<file path="src/rtl/swap_datapath.sv">
// Three-register datapath on a shared bus, driven by the swap controller.
// Adds a host load port, a swap-completion counter and a sticky protocol-error flag.
module swap_datapath #(
  parameter int unsigned W  = 8,
  parameter int unsigned CW = 8
) (
  input  logic          clk,
  input  logic          rst,
  input  logic          c1,
  input  logic          c2,
  input  logic          c3,
  input  logic          h1,
  input  logic          h2,
  input  logic          h3,
  input  logic          done,
  input  logic          ld,
  input  logic [1:0]    ld_sel,
  input  logic [W-1:0]  ld_data,
  input  logic          err_clr,
  output logic [W-1:0]  r1,
  output logic [W-1:0]  r2,
  output logic [W-1:0]  r3,
  output logic [W-1:0]  bus,
  output logic [CW-1:0] swap_count,
  output logic          done_pulse,
  output logic          err
);

  logic [1:0] drv_cnt;
  logic       one_drv;
  logic       any_cap;
  logic       any_ctl;
  logic       load_en;
  logic       err_set;
  logic       done_q;
  logic       done_rise;

  assign drv_cnt   = 2'(h1) + 2'(h2) + 2'(h3);
  assign one_drv   = (drv_cnt == 2'd1);
  assign any_cap   = c1 | c2 | c3;
  assign any_ctl   = any_cap | h1 | h2 | h3;
  assign load_en   = ld & ~any_ctl;
  assign done_rise = done & ~done_q;

  // Captures with zero or several drivers, any contention, and loads under activity are protocol errors
  assign err_set = (any_cap & ~one_drv) | (drv_cnt > 2'd1) | (ld & any_ctl);

  // Bus carries the single driver; idle and contention both read as zero
  always_comb begin
    bus = '0;
    if (one_drv) begin
      if (h1)      bus = r1;
      else if (h2) bus = r2;
      else         bus = r3;
    end
  end

  // Register file: bus capture has priority, host load only when all control lines are idle
  always_ff @(posedge clk or posedge rst) begin
    if (rst) begin
      r1 <= '0;
      r2 <= '0;
      r3 <= '0;
    end else begin
      if (c1 && one_drv)                     r1 <= bus;
      else if (load_en && ld_sel == 2'd1)    r1 <= ld_data;
      if (c2 && one_drv)                     r2 <= bus;
      else if (load_en && ld_sel == 2'd2)    r2 <= ld_data;
      if (c3 && one_drv)                     r3 <= bus;
      else if (load_en && ld_sel == 2'd3)    r3 <= ld_data;
    end
  end

  // Completion detection: count and strobe once per rising edge of done
  always_ff @(posedge clk or posedge rst) begin
    if (rst) begin
      done_q     <= 1'b0;
      done_pulse <= 1'b0;
      swap_count <= '0;
    end else begin
      done_q     <= done;
      done_pulse <= done_rise;
      if (done_rise) swap_count <= swap_count + CW'(1);
    end
  end

  // Sticky error; a new error in the same cycle as err_clr keeps it set
  always_ff @(posedge clk or posedge rst) begin
    if (rst)          err <= 1'b0;
    else if (err_set) err <= 1'b1;
    else if (err_clr) err <= 1'b0;
  end

endmodule

</file>
<file path="config.mk">
export PLATFORM = sky130hd
export DESIGN_NAME = swap_datapath
export DESIGN_NICKNAME = d
export VERILOG_FILES = /design/src/rtl/swap_datapath.sv
export SDC_FILE = /design/constraint.sdc
export NUM_CORES = 1
export LEC_CHECK = 0
export CAP_MARGIN = 10
export CORE_MARGIN = 4
export CORE_UTILIZATION = 50
export DETAILED_ROUTE_END_ITERATION = 8
export PLACE_DENSITY = 0.84
export SLEW_MARGIN = 20
export SYNTH_ARGS = -nofsm -noshare
export SYNTH_HDL_FRONTEND = slang
export SYNTH_SLANG_ARGS = --single-unit
export TNS_END_PERCENT = 30
</file>
<file path="constraint.sdc">
create_clock -name clk -period 6.4 [get_ports clk]
set_clock_uncertainty 0.1 [all_clocks]
set_input_delay 1.92 -clock clk [delete_from_list [all_inputs] [get_ports clk]]
set_output_delay 1.92 -clock clk [all_outputs]
set_load 0.1 [all_outputs]
</file>
## Word-level counts from Yosys, hierarchy flattened

Index checks and enable logic that the tools add are counted.
Widths: inputs -> output; s select.

| word-level totals | value |
|---|---|
| bits in registers | 35 |
| latch bits | 0 |
| RAM bits | 0 |
| ROM bits | 0 |
| output and inout bits | 42 |
| memories kept | 0 |

| operators by class | value |
|---|---|
| $add $sub $neg | 3 |
| multiply operators | 0 |
| divide/modulo/power cells | 0 |
| $lt $le $gt $ge | 1 |
| eq/ne operators | 4 |
| shifts and indexed selects | 0 |
| multiplexer cells | 11 |
| bitwise gates (word level) | 14 |
| reductions and logical operators | 10 |

Operators with widths:

| operator | number |
|---|---|
| $mux 8 | 9 |
| $add 8x1->8 const B | 1 |
| $reduce_bool 2->1 | 4 |
| $or 1x1->1 | 7 |
| $logic_and 1x1->1 | 6 |
| $and 1x1->1 | 4 |
| $eq 2x1->1 const B | 2 |
| $eq 2x2->1 const B | 2 |
| $not 1->1 | 3 |
| $add 1x1->2 | 1 |
| $add 2x1->2 | 1 |
| $gt 2x1->1 const B | 1 |
| $mux 1 | 2 |

## Longest topological paths before layout

Gate-level depths: netlist of run 1.

| depth | value |
|---|---|
| depth in word-level cells | 10 |
| mapped depth | 8 |

## Least setup slack after synthesis of run 1

OpenSTA, ideal clock, no wires.

| path | value |
|---|---|
| path type | input -> output |
| start point | in h1 |
| end point | out bus[7] |
| data arrival time | 4.365 ns |
| path slack | 0.015 ns |
| cell stages on the path | 6 |
| path buffers | 2 |
| path through | buf_2 inv_2 fa_1 nand2b_1 clkbuf_2 a211oi_2 |

| between the ends | value |
|---|---|
| cells in the longest elaborated chain, start to end | 4 |
| elaborated cells between the ends (all ways) | 5 |
| classes of those cells | 2 x add/sub; 1 x eq/ne; 2 x mux |

RTL lines:

| what | line | text |
|---|---|---|
| from (decl) | 12 | `input logic h1,` |
| $add 1x1->2 | 38 | `assign drv_cnt = 2'(h1) + 2'(h2) + 2'(h3);` |
| $add 2x1->2 | 38 |  |
| $eq 2x1->1 | 39 | `assign one_drv = (drv_cnt == 2'd1);` |
| $mux 8 * | 51 | `if (one_drv) begin` |
| to (decl) | 23 | `output logic [W-1:0] bus,` |

Mark *: on every way between the ends. The rest lies on a longest branch, timed or not.

## Final worst setup path of run 1

| path | value |
|---|---|
| start point | in h1 |
| end point | out bus[2] |

Same word-level chain as after synthesis.

==> metrics.txt, run 1 <==
# TYPE chip_impl_metric gauge
chip_impl_metric{name="pin_count_of_the_biggest_net_entering_global_routing",unit=""} 36
chip_impl_metric{name="hpwl",unit="mm"} 3.94
chip_impl_metric{name="fin_tns_setup",unit="ps"} 0
chip_impl_metric{name="count_of_cell_instances_traversed_by_the_critical_path",unit=""} 6
chip_impl_metric{name="finalCritPeriodShare",unit=""} 0.972
chip_impl_metric{name="post_route_cells_drive_above_1_share",unit=""} 0.258
chip_impl_metric{name="effective_utilization_at_floorplan",unit=""} 0.529
chip_impl_metric{name="worstPathBufferInverterCount",unit=""} 3
chip_impl_info{name="critical_path.cell_chain",value="clkdlybuf4s50_1, inv_2, fa_1, nand2b_1, a211oi_2, buf_12"} 1
chip_impl_info{name="synth.top_cells.by_area",value="sky130_fd_sc_hd__dfrtp_1, sky130_fd_sc_hd__a22o_1, sky130_fd_sc_hd__mux2_2, sky130_fd_sc_hd__mux2_4, sky130_fd_sc_hd__a211oi_2"} 1
chip_impl_metric{name="setup_viol",unit=""} 0
chip_impl_metric{name="clock_buffer_depth",unit=""} 2
chip_impl_metric{name="remaining_drc_errors",unit=""} 0
chip_impl_metric{name="initialDrtViolationCount",unit=""} 129
chip_impl_metric{name="grt_pass1_wl",unit="mm"} 9.17
chip_impl_metric{name="post_cts.repair.setup_buffers",unit=""} 0
chip_impl_info{name="critPathKind",value="input port to output pin"} 1
chip_impl_metric{name="synthesis.area",unit="um^2"} 1980
chip_impl_metric{name="crit_path_max_incr_delay",unit="ps"} 540
chip_impl_metric{name="critPathRequiredTime",unit="ps"} 4380
chip_impl_metric{name="maxClockFrequency",unit="GHz"} 0.161
chip_impl_info{name="worst_r2r_startpoint",value="r2[7]"} 1
chip_impl_metric{name="grt_pass1_vias",unit=""} 1786
chip_impl_metric{name="port_buffers",unit=""} 62
chip_impl_metric{name="reported_leakage_power",unit="nW"} 1.20
chip_impl_metric{name="reg2reg_slack",unit="ps"} 4870
chip_impl_metric{name="postSynthNetCount",unit=""} 179
chip_impl_metric{name="numCtsBuffers",unit=""} 5
chip_impl_metric{name="clk_latency_worst_skew_pair",unit="ps"} 290
chip_impl_metric{name="max_cap_viol_count",unit=""} 0
chip_impl_metric{name="place_congestion",unit=""} 0.908
chip_impl_metric{name="relSlewSlack",unit=""} 0.332
chip_impl_metric{name="count_of_cells_along_the_worst_register_to_register_path",unit=""} 4
chip_impl_info{name="synth.cells.most_frequent",value="sky130_fd_sc_hd__dfrtp_1, sky130_fd_sc_hd__a22o_1, sky130_fd_sc_hd__mux2_2"} 1
chip_impl_metric{name="report.final.slew_viol_count",unit=""} 0
chip_impl_info{name="rsz_0062_raised_after_global_routing",value="false"} 1
chip_impl_info{name="prevailing_post_synth_register_cell",value="sky130_fd_sc_hd__dfrtp_1"} 1
chip_impl_metric{name="netlist_instances",unit=""} 156
chip_impl_metric{name="yosysSeqAreaShare",unit=""} 0.442
chip_impl_metric{name="post_cts_hold_buffers",unit=""} 0
chip_impl_metric{name="final_period_minus_worst_setup_slack",unit="ps"} 6220
chip_impl_metric{name="post_synth.cell_area_avg",unit="um^2"} 12.7
chip_impl_metric{name="post-synth-top-area-fraction",unit=""} 0.442
chip_impl_info{name="cp-end-kind",value="output pin"} 1
chip_impl_metric{name="antenna_found_initial",unit=""} 0
chip_impl_metric{name="power.sequential.fraction",unit=""} 0.239
chip_impl_metric{name="postCtsResizedCells",unit=""} 0
chip_impl_info{name="worst_setup_path_start_kind",value="input port"} 1
chip_impl_metric{name="ios",unit=""} 63
chip_impl_metric{name="global_route_overflow",unit=""} 0
chip_impl_metric{name="internal_power",unit="mW"} 0.655
chip_impl_metric{name="detail_route.first_pass.iterations",unit=""} 4
chip_impl_metric{name="switching_power",unit="mW"} 0.890
chip_impl_metric{name="p_sw_frac",unit=""} 0.576
chip_impl_info{name="setup.worst_path.start",value="h1"} 1
chip_impl_info{name="path_delay_family",value="buffers and inverters"} 1
chip_impl_metric{name="synth-warning-count",unit=""} 0
chip_impl_metric{name="placeableCoreArea",unit="um^2"} 3740
chip_impl_metric{name="die_area",unit="um^2"} 5040
chip_impl_metric{name="power_density",unit="nW/um^2"} 548
chip_impl_info{name="cts_tree",value="yes"} 1
chip_impl_metric{name="synth_edf_count",unit=""} 0
chip_impl_metric{name="worst-path-max-fanout",unit=""} 9
chip_impl_metric{name="routed_wirelength",unit="mm"} 5.33
chip_impl_metric{name="grt_use_total",unit=""} 0.231
chip_impl_info{name="status",value="complete, no violations"} 1
chip_impl_metric{name="rows",unit=""} 22
chip_impl_metric{name="yosys_register_bits",unit=""} 35
chip_impl_metric{name="avgViaCountPerCell",unit=""} 5.81
chip_impl_metric{name="power.ir.vdd_worst",unit="uV"} 314
chip_impl_info{name="worstReg2RegEnd",value="r2[7]"} 1
chip_impl_metric{name="whs",unit="ps"} 373
chip_impl_metric{name="num_vias",unit=""} 1564
chip_impl_metric{name="flow.area_growth_from_synthesis",unit="%"} 42.2
chip_impl_metric{name="final-hold-violation-count",unit=""} 0
chip_impl_metric{name="clk_sink_count",unit=""} 35
chip_impl_info{name="clock-root-buffer",value="sky130_fd_sc_hd__clkbuf_8"} 1
chip_impl_info{name="cp-endpoint",value="bus[2]"} 1
chip_impl_metric{name="antennaDiodeCount",unit=""} 0
chip_impl_metric{name="die-height",unit="um"} 71.0
chip_impl_metric{name="cts-htree-levels",unit=""} 2
chip_impl_metric{name="synth.distinct_cells",unit=""} 32
chip_impl_metric{name="fin_nets",unit=""} 243
chip_impl_metric{name="die_w",unit="um"} 71.0
chip_impl_info{name="slowest_stage",value="sky130_fd_sc_hd__fa_1"} 1
chip_impl_info{name="post_synthesis_cell_type_with_the_largest_combined_area",value="sky130_fd_sc_hd__dfrtp_1"} 1
chip_impl_metric{name="wire_per_inst",unit="um"} 19.8
chip_impl_metric{name="antenna_left",unit=""} 0
chip_impl_metric{name="share_of_synthesized_registers_carrying_an_async_set_or_reset",unit=""} 1.00
chip_impl_metric{name="timing_worst_slew_pin_value",unit="ps"} 999
chip_impl_metric{name="comb_power_share",unit=""} 0.645
chip_impl_info{name="yosysMostFrequentCell",value="sky130_fd_sc_hd__dfrtp_1"} 1
chip_impl_metric{name="worst_ep_arrival_time",unit="ps"} 4200
chip_impl_info{name="timing.hold.worst.class",value="flip-flop to flip-flop"} 1
chip_impl_metric{name="clkTransAtPathRegs",unit="ps"} 70
chip_impl_metric{name="power_frac_clock",unit=""} 0.116
-- worst min-delay path by stage --
| stage | startpoint | to | slack (ps) | depth (start not counted) |
|---|---|---|---|---|
| 2_1_floorplan | done_q | done_pulse | 450 | 2 |
| 3_3_place_gp | swap_count[7] | swap_count[7] | 360 | 1 |
| 3_5_place_dp | swap_count[7] | swap_count[7] | 360 | 1 |
| 4_1_cts | swap_count[7] | swap_count[7] | 380 | 1 |
| 5_1_grt | swap_count[7] | swap_count[7] | 410 | 1 |
| 6_report | swap_count[7] | swap_count[7] | 370 | 1 |
-- kinds of logic (layout without fill, tap and decap cells) --
| family | after synthesis | after routing | share of synthesized area |
|---|---|---|---|
| compound gates | 37 | 37 | 0.186 |
| xor+xnor | 7 | 7 | 0.0309 |
| fa+ha+maj | 2 | 2 | 0.0164 |
| buf+inv | 14 | 79 | 0.0372 |
| flops | 35 | 35 | 0.442 |
| mux | 33 | 33 | 0.198 |
| simple gates | 28 | 28 | 0.0896 |
-- layer usage --
layer / routed length [um] / track usage
met5: 0 / 0
met4: 33 / 0.0772
met3: 390 / 0.0440
met2: 2730 / 0.369
met1: 2180 / 0.317
-- sequential cells by signal, summed over array words and instances (netlist names) --
signal      flops
r3              8
swap_count      8
done_q          1
done_pulse      1
r2              8
r1              8
err             1
-- area by class of cell --
| type | instances | area [um^2] |
|---|---|---|
| flip-flops and latches | 35 | 876 |
| repair buffers | 65 | 723 |
| clock buffers | 7 | 96.3 |
| multi-input cells | 107 | 1030 |
| clock inverters | 1 | 7.51 |
| inverters | 6 | 22.5 |
| fillers | 254 | 926 |
| well taps | 48 | 60.1 |
-- worst register-to-register path, cell delays in order (launching register included) --
cell and delay [ps]:
sky130_fd_sc_hd__dfrtp_1 400, sky130_fd_sc_hd__mux2i_1 220, sky130_fd_sc_hd__a211oi_2 160, sky130_fd_sc_hd__a22o_1 280, sky130_fd_sc_hd__mux2_4 270
-- per-stage QoR --
step	setup WS, ps	power (mW)	cells	cell area (um^2)	util
CTS	199	1.55	269	2820	0.753
global placement	268	1.35	261	2710	0.725
global route	55.5	1.60	269	2820	0.753
detailed placement	197	1.37	261	2710	0.725
finish	179	1.54	269	2820	0.753
floorplan	15.1	1.12	156	1980	-
-- power by group through the flow --
| stage | registers [mW] | logic, mW | clock network (mW) |
|---|---|---|---|
| 2_1_floorplan | 0.900 | 0.215 | 0 |
| 3_3_place_gp | 0.363 | 0.991 | 0 |
| 4_1_cts | 0.367 | 1.00 | 0.181 |
| 3_5_place_dp | 0.369 | 0.998 | 0 |
| 5_1_grt | 0.379 | 1.02 | 0.195 |
| 6_report | 0.369 | 0.997 | 0.179 |
-- cell usage in the layout (no fill, tap or decap), drive strengths merged --
cell type      synthesis  final
mux2i                  8      8
ha                     1      1
a211oi                 8      8
clkbuf                 2      7
nor2b                 10     10
nand4                  1      1
nor2                   1      1
o21ai                  2      2
clkinvlp               0      1
and4b                  1      1
buf                    6     11
nand2                  8      8
mux2                  25     25
clkdlybuf4s50          0     54
fa                     1      1
nand2b                 1      1
nor4b                  1      1
inv                    6      6
xnor2                  4      4
and4                   1      1
o41ai                  1      1
o2111ai                1      1
a22o                  24     24
xor2                   3      3
nand3                  2      2
or3                    1      1
o31a                   1      1
nor3                   1      1
dfrtp                 35     35
Note: power is estimated with default switching activity, not from simulation.
==> run 2: changes to the inputs <==
--- a/config.mk
+++ b/config.mk
@@ -9,7 +9,7 @@
 export CORE_MARGIN = 4
 export CORE_UTILIZATION = 50
 export DETAILED_ROUTE_END_ITERATION = 8
-export PLACE_DENSITY = 0.84
+export PLACE_DENSITY = 0.95
 export SLEW_MARGIN = 20
 export SYNTH_ARGS = -nofsm -noshare
 export SYNTH_HDL_FRONTEND = slang
==> run 2 against run 1 <==
Compared with the run above:
- die area did not move
- core utilization fell by 0.60 points
- critical path depth did not move
- critical path type unchanged
- clock power fell by 15%
- combinational power barely moved
- power fell by 2.1%
- critical endpoint is now bus[3]
- non-clock buffer count did not move
- sequential share of layout area rose by 0.25 points
- largest power group unchanged
==> metrics.txt, run 2 (synthesized netlist as in run 1, its figures left out) <==
# TYPE chip_impl_metric gauge
chip_impl_info{name="status",value="complete, no violations"} 1
chip_impl_metric{name="routed_wirelength",unit="mm"} 5.05
chip_impl_info{name="final_common_cell",value="sky130_fd_sc_hd__clkdlybuf4s50_1"} 1
chip_impl_metric{name="critPathRequiredTime",unit="ps"} 4380
chip_impl_info{name="path_delay_family",value="buffers and inverters"} 1
chip_impl_metric{name="avgViaCountPerCell",unit=""} 5.88
chip_impl_info{name="layout.cells.most_common_list",value="sky130_fd_sc_hd__clkdlybuf4s50_1, sky130_fd_sc_hd__dfrtp_1, sky130_fd_sc_hd__a22o_1, sky130_fd_sc_hd__mux2_2, sky130_fd_sc_hd__nor2b_1"} 1
chip_impl_metric{name="detail_route.first_pass.iterations",unit=""} 4
chip_impl_metric{name="power.ir.vdd_worst",unit="uV"} 265
chip_impl_metric{name="initialDrtViolationCount",unit=""} 71
chip_impl_metric{name="remaining_drc_errors",unit=""} 0
chip_impl_metric{name="clkTransAtPathRegs",unit="ps"} 70
chip_impl_info{name="critical_path.cell_chain",value="clkdlybuf4s50_1, inv_2, fa_1, nand2b_1, a211oi_2, buf_12"} 1
chip_impl_metric{name="multi_input_area",unit="um^2"} 1030
chip_impl_metric{name="report.final.slew_viol_count",unit=""} 0
chip_impl_metric{name="final_util",unit=""} 0.747
chip_impl_metric{name="antenna_found_initial",unit=""} 0
chip_impl_metric{name="num_vias",unit=""} 1582
chip_impl_info{name="critPathKind",value="input port to output pin"} 1
chip_impl_metric{name="flow.area_growth_from_synthesis",unit="%"} 41.0
chip_impl_metric{name="fin_tns_setup",unit="ps"} 0
chip_impl_info{name="grt.busiest_layer",value="met2"} 1
chip_impl_metric{name="use_met2",unit=""} 0.334
chip_impl_metric{name="worst_ep_arrival_time",unit="ps"} 4180
chip_impl_metric{name="worst-path-max-fanout",unit=""} 9
chip_impl_metric{name="timing_worst_slew_pin_value",unit="ps"} 998
chip_impl_info{name="rsz_0062_raised_after_global_routing",value="false"} 1
chip_impl_metric{name="post_cts_hold_buffers",unit=""} 0
chip_impl_metric{name="setup_viol",unit=""} 0
chip_impl_metric{name="worstPathBufferInverterCount",unit=""} 3
chip_impl_info{name="timing.hold.worst.class",value="flip-flop to flip-flop"} 1
chip_impl_metric{name="global_route_overflow",unit=""} 0
chip_impl_metric{name="fin_nets",unit=""} 243
chip_impl_metric{name="crit_path_max_incr_delay",unit="ps"} 530
chip_impl_metric{name="count_of_cells_along_the_worst_register_to_register_path",unit=""} 4
chip_impl_info{name="worst_setup_path_start_kind",value="input port"} 1
chip_impl_metric{name="cts-htree-levels",unit=""} 2
chip_impl_metric{name="power_density",unit="nW/um^2"} 541
chip_impl_metric{name="reported_leakage_power",unit="nW"} 1.19
chip_impl_metric{name="clock_buffer_depth",unit=""} 2
chip_impl_metric{name="place_congestion",unit=""} 0.743
chip_impl_metric{name="grt_pass1_wl",unit="mm"} 8.09
chip_impl_metric{name="pin_count_of_the_biggest_net_entering_global_routing",unit=""} 36
chip_impl_metric{name="max_cap_viol_count",unit=""} 0
chip_impl_metric{name="effective_utilization_at_floorplan",unit=""} 0.529
chip_impl_metric{name="relSlewSlack",unit=""} 0.333
chip_impl_metric{name="hpwl",unit="mm"} 3.61
chip_impl_metric{name="grt_pass1_vias",unit=""} 1641
chip_impl_metric{name="place_ws",unit="ps"} 223
chip_impl_metric{name="die_w",unit="um"} 71.0
chip_impl_info{name="cp-end-kind",value="output pin"} 1
chip_impl_metric{name="finalCritPeriodShare",unit=""} 0.969
chip_impl_metric{name="final-hold-violation-count",unit=""} 0
chip_impl_metric{name="globalRouteMet1Util",unit=""} 0.262
chip_impl_metric{name="wire_per_inst",unit="um"} 18.8
chip_impl_metric{name="die_area",unit="um^2"} 5040
chip_impl_metric{name="post_route_cells_drive_above_1_share",unit=""} 0.249
chip_impl_info{name="cts_tree",value="yes"} 1
chip_impl_metric{name="die-height",unit="um"} 71.0
chip_impl_metric{name="count_of_cell_instances_traversed_by_the_critical_path",unit=""} 6
chip_impl_metric{name="antenna_left",unit=""} 0
chip_impl_metric{name="gr-usage-met3",unit=""} 0.0526
chip_impl_metric{name="post_dp_cell_area",unit="um^2"} 2710
chip_impl_metric{name="antennaDiodeCount",unit=""} 0
chip_impl_metric{name="post-route-cell-area",unit="um^2"} 2800
chip_impl_metric{name="maxClockFrequency",unit="GHz"} 0.161
chip_impl_metric{name="final_period_minus_worst_setup_slack",unit="ps"} 6200
chip_impl_metric{name="num-fill-cells",unit=""} 258
chip_impl_metric{name="grt_use_total",unit=""} 0.206
chip_impl_metric{name="postCtsResizedCells",unit=""} 0
chip_impl_metric{name="holdPathStages",unit=""} 1
chip_impl_metric{name="placeableCoreArea",unit="um^2"} 3740
chip_impl_metric{name="layout.area.seq",unit="um^2"} 876
chip_impl_metric{name="post_cts.repair.setup_buffers",unit=""} 0
chip_impl_metric{name="power.total",unit="mW"} 1.51
chip_impl_metric{name="clk_latency_worst_skew_pair",unit="ps"} 280
chip_impl_metric{name="numCtsBuffers",unit=""} 5
chip_impl_info{name="clock-root-buffer",value="sky130_fd_sc_hd__clkbuf_8"} 1
chip_impl_info{name="slowest_stage",value="sky130_fd_sc_hd__fa_1"} 1
chip_impl_metric{name="ios",unit=""} 63
chip_impl_metric{name="postLayoutSetupSlackWorst",unit="ps"} 200
chip_impl_metric{name="rows",unit=""} 22
chip_impl_metric{name="port_buffers",unit=""} 62
chip_impl_metric{name="clk_sink_count",unit=""} 35
run 2: changes by cell type in the layout (fill, tap and decap cells not counted), sizes merged:
cell | before | now
clkinvlp | 1 | 0
clkinv | 0 | 1
run 2: area by class of cell:
type | instances | share of cell area
inverters | 6 | 0.00806
flip-flops and latches | 35 | 0.313
well taps | 48 | 0.0215
multi-input cells | 107 | 0.369
clock buffers | 7 | 0.0273
clock inverters | 1 | 0.00179
repair buffers | 65 | 0.259
run 2: routing by layer:
metal	vias up	wire [um]
met2	67	2550
li1	708	-
met1	796	2100
met4	0	97
met5	-	0
met3	11	297
run 2: per-stage QoR:
step	instances	hold WS [ps]
6_report	269	376
2_1_floorplan	156	447
3_3_place_gp	261	361
5_1_grt	269	399
4_1_cts	269	382
3_5_place_dp	261	370
run 2: power by group:
part	internal, mW	leakage [nW]	switching [mW]
registers	0.296	0.423	0.0702
logic	0.261	0.728	0.733
clock network	0.0763	0.0422	0.0757
run 2: worst paths after layout:
path,slack [ps],end,startpoint
worst max register to register,4900,r2[1],r2[1]
worst max-delay path,200,bus[3],h1
worst min register to register,380,swap_count[7],swap_count[7]
worst min-delay path,380,swap_count[7],swap_count[7]
max in group asynchronous,3950,r2[6],rst
min in group asynchronous,1940,swap_count[6],rst
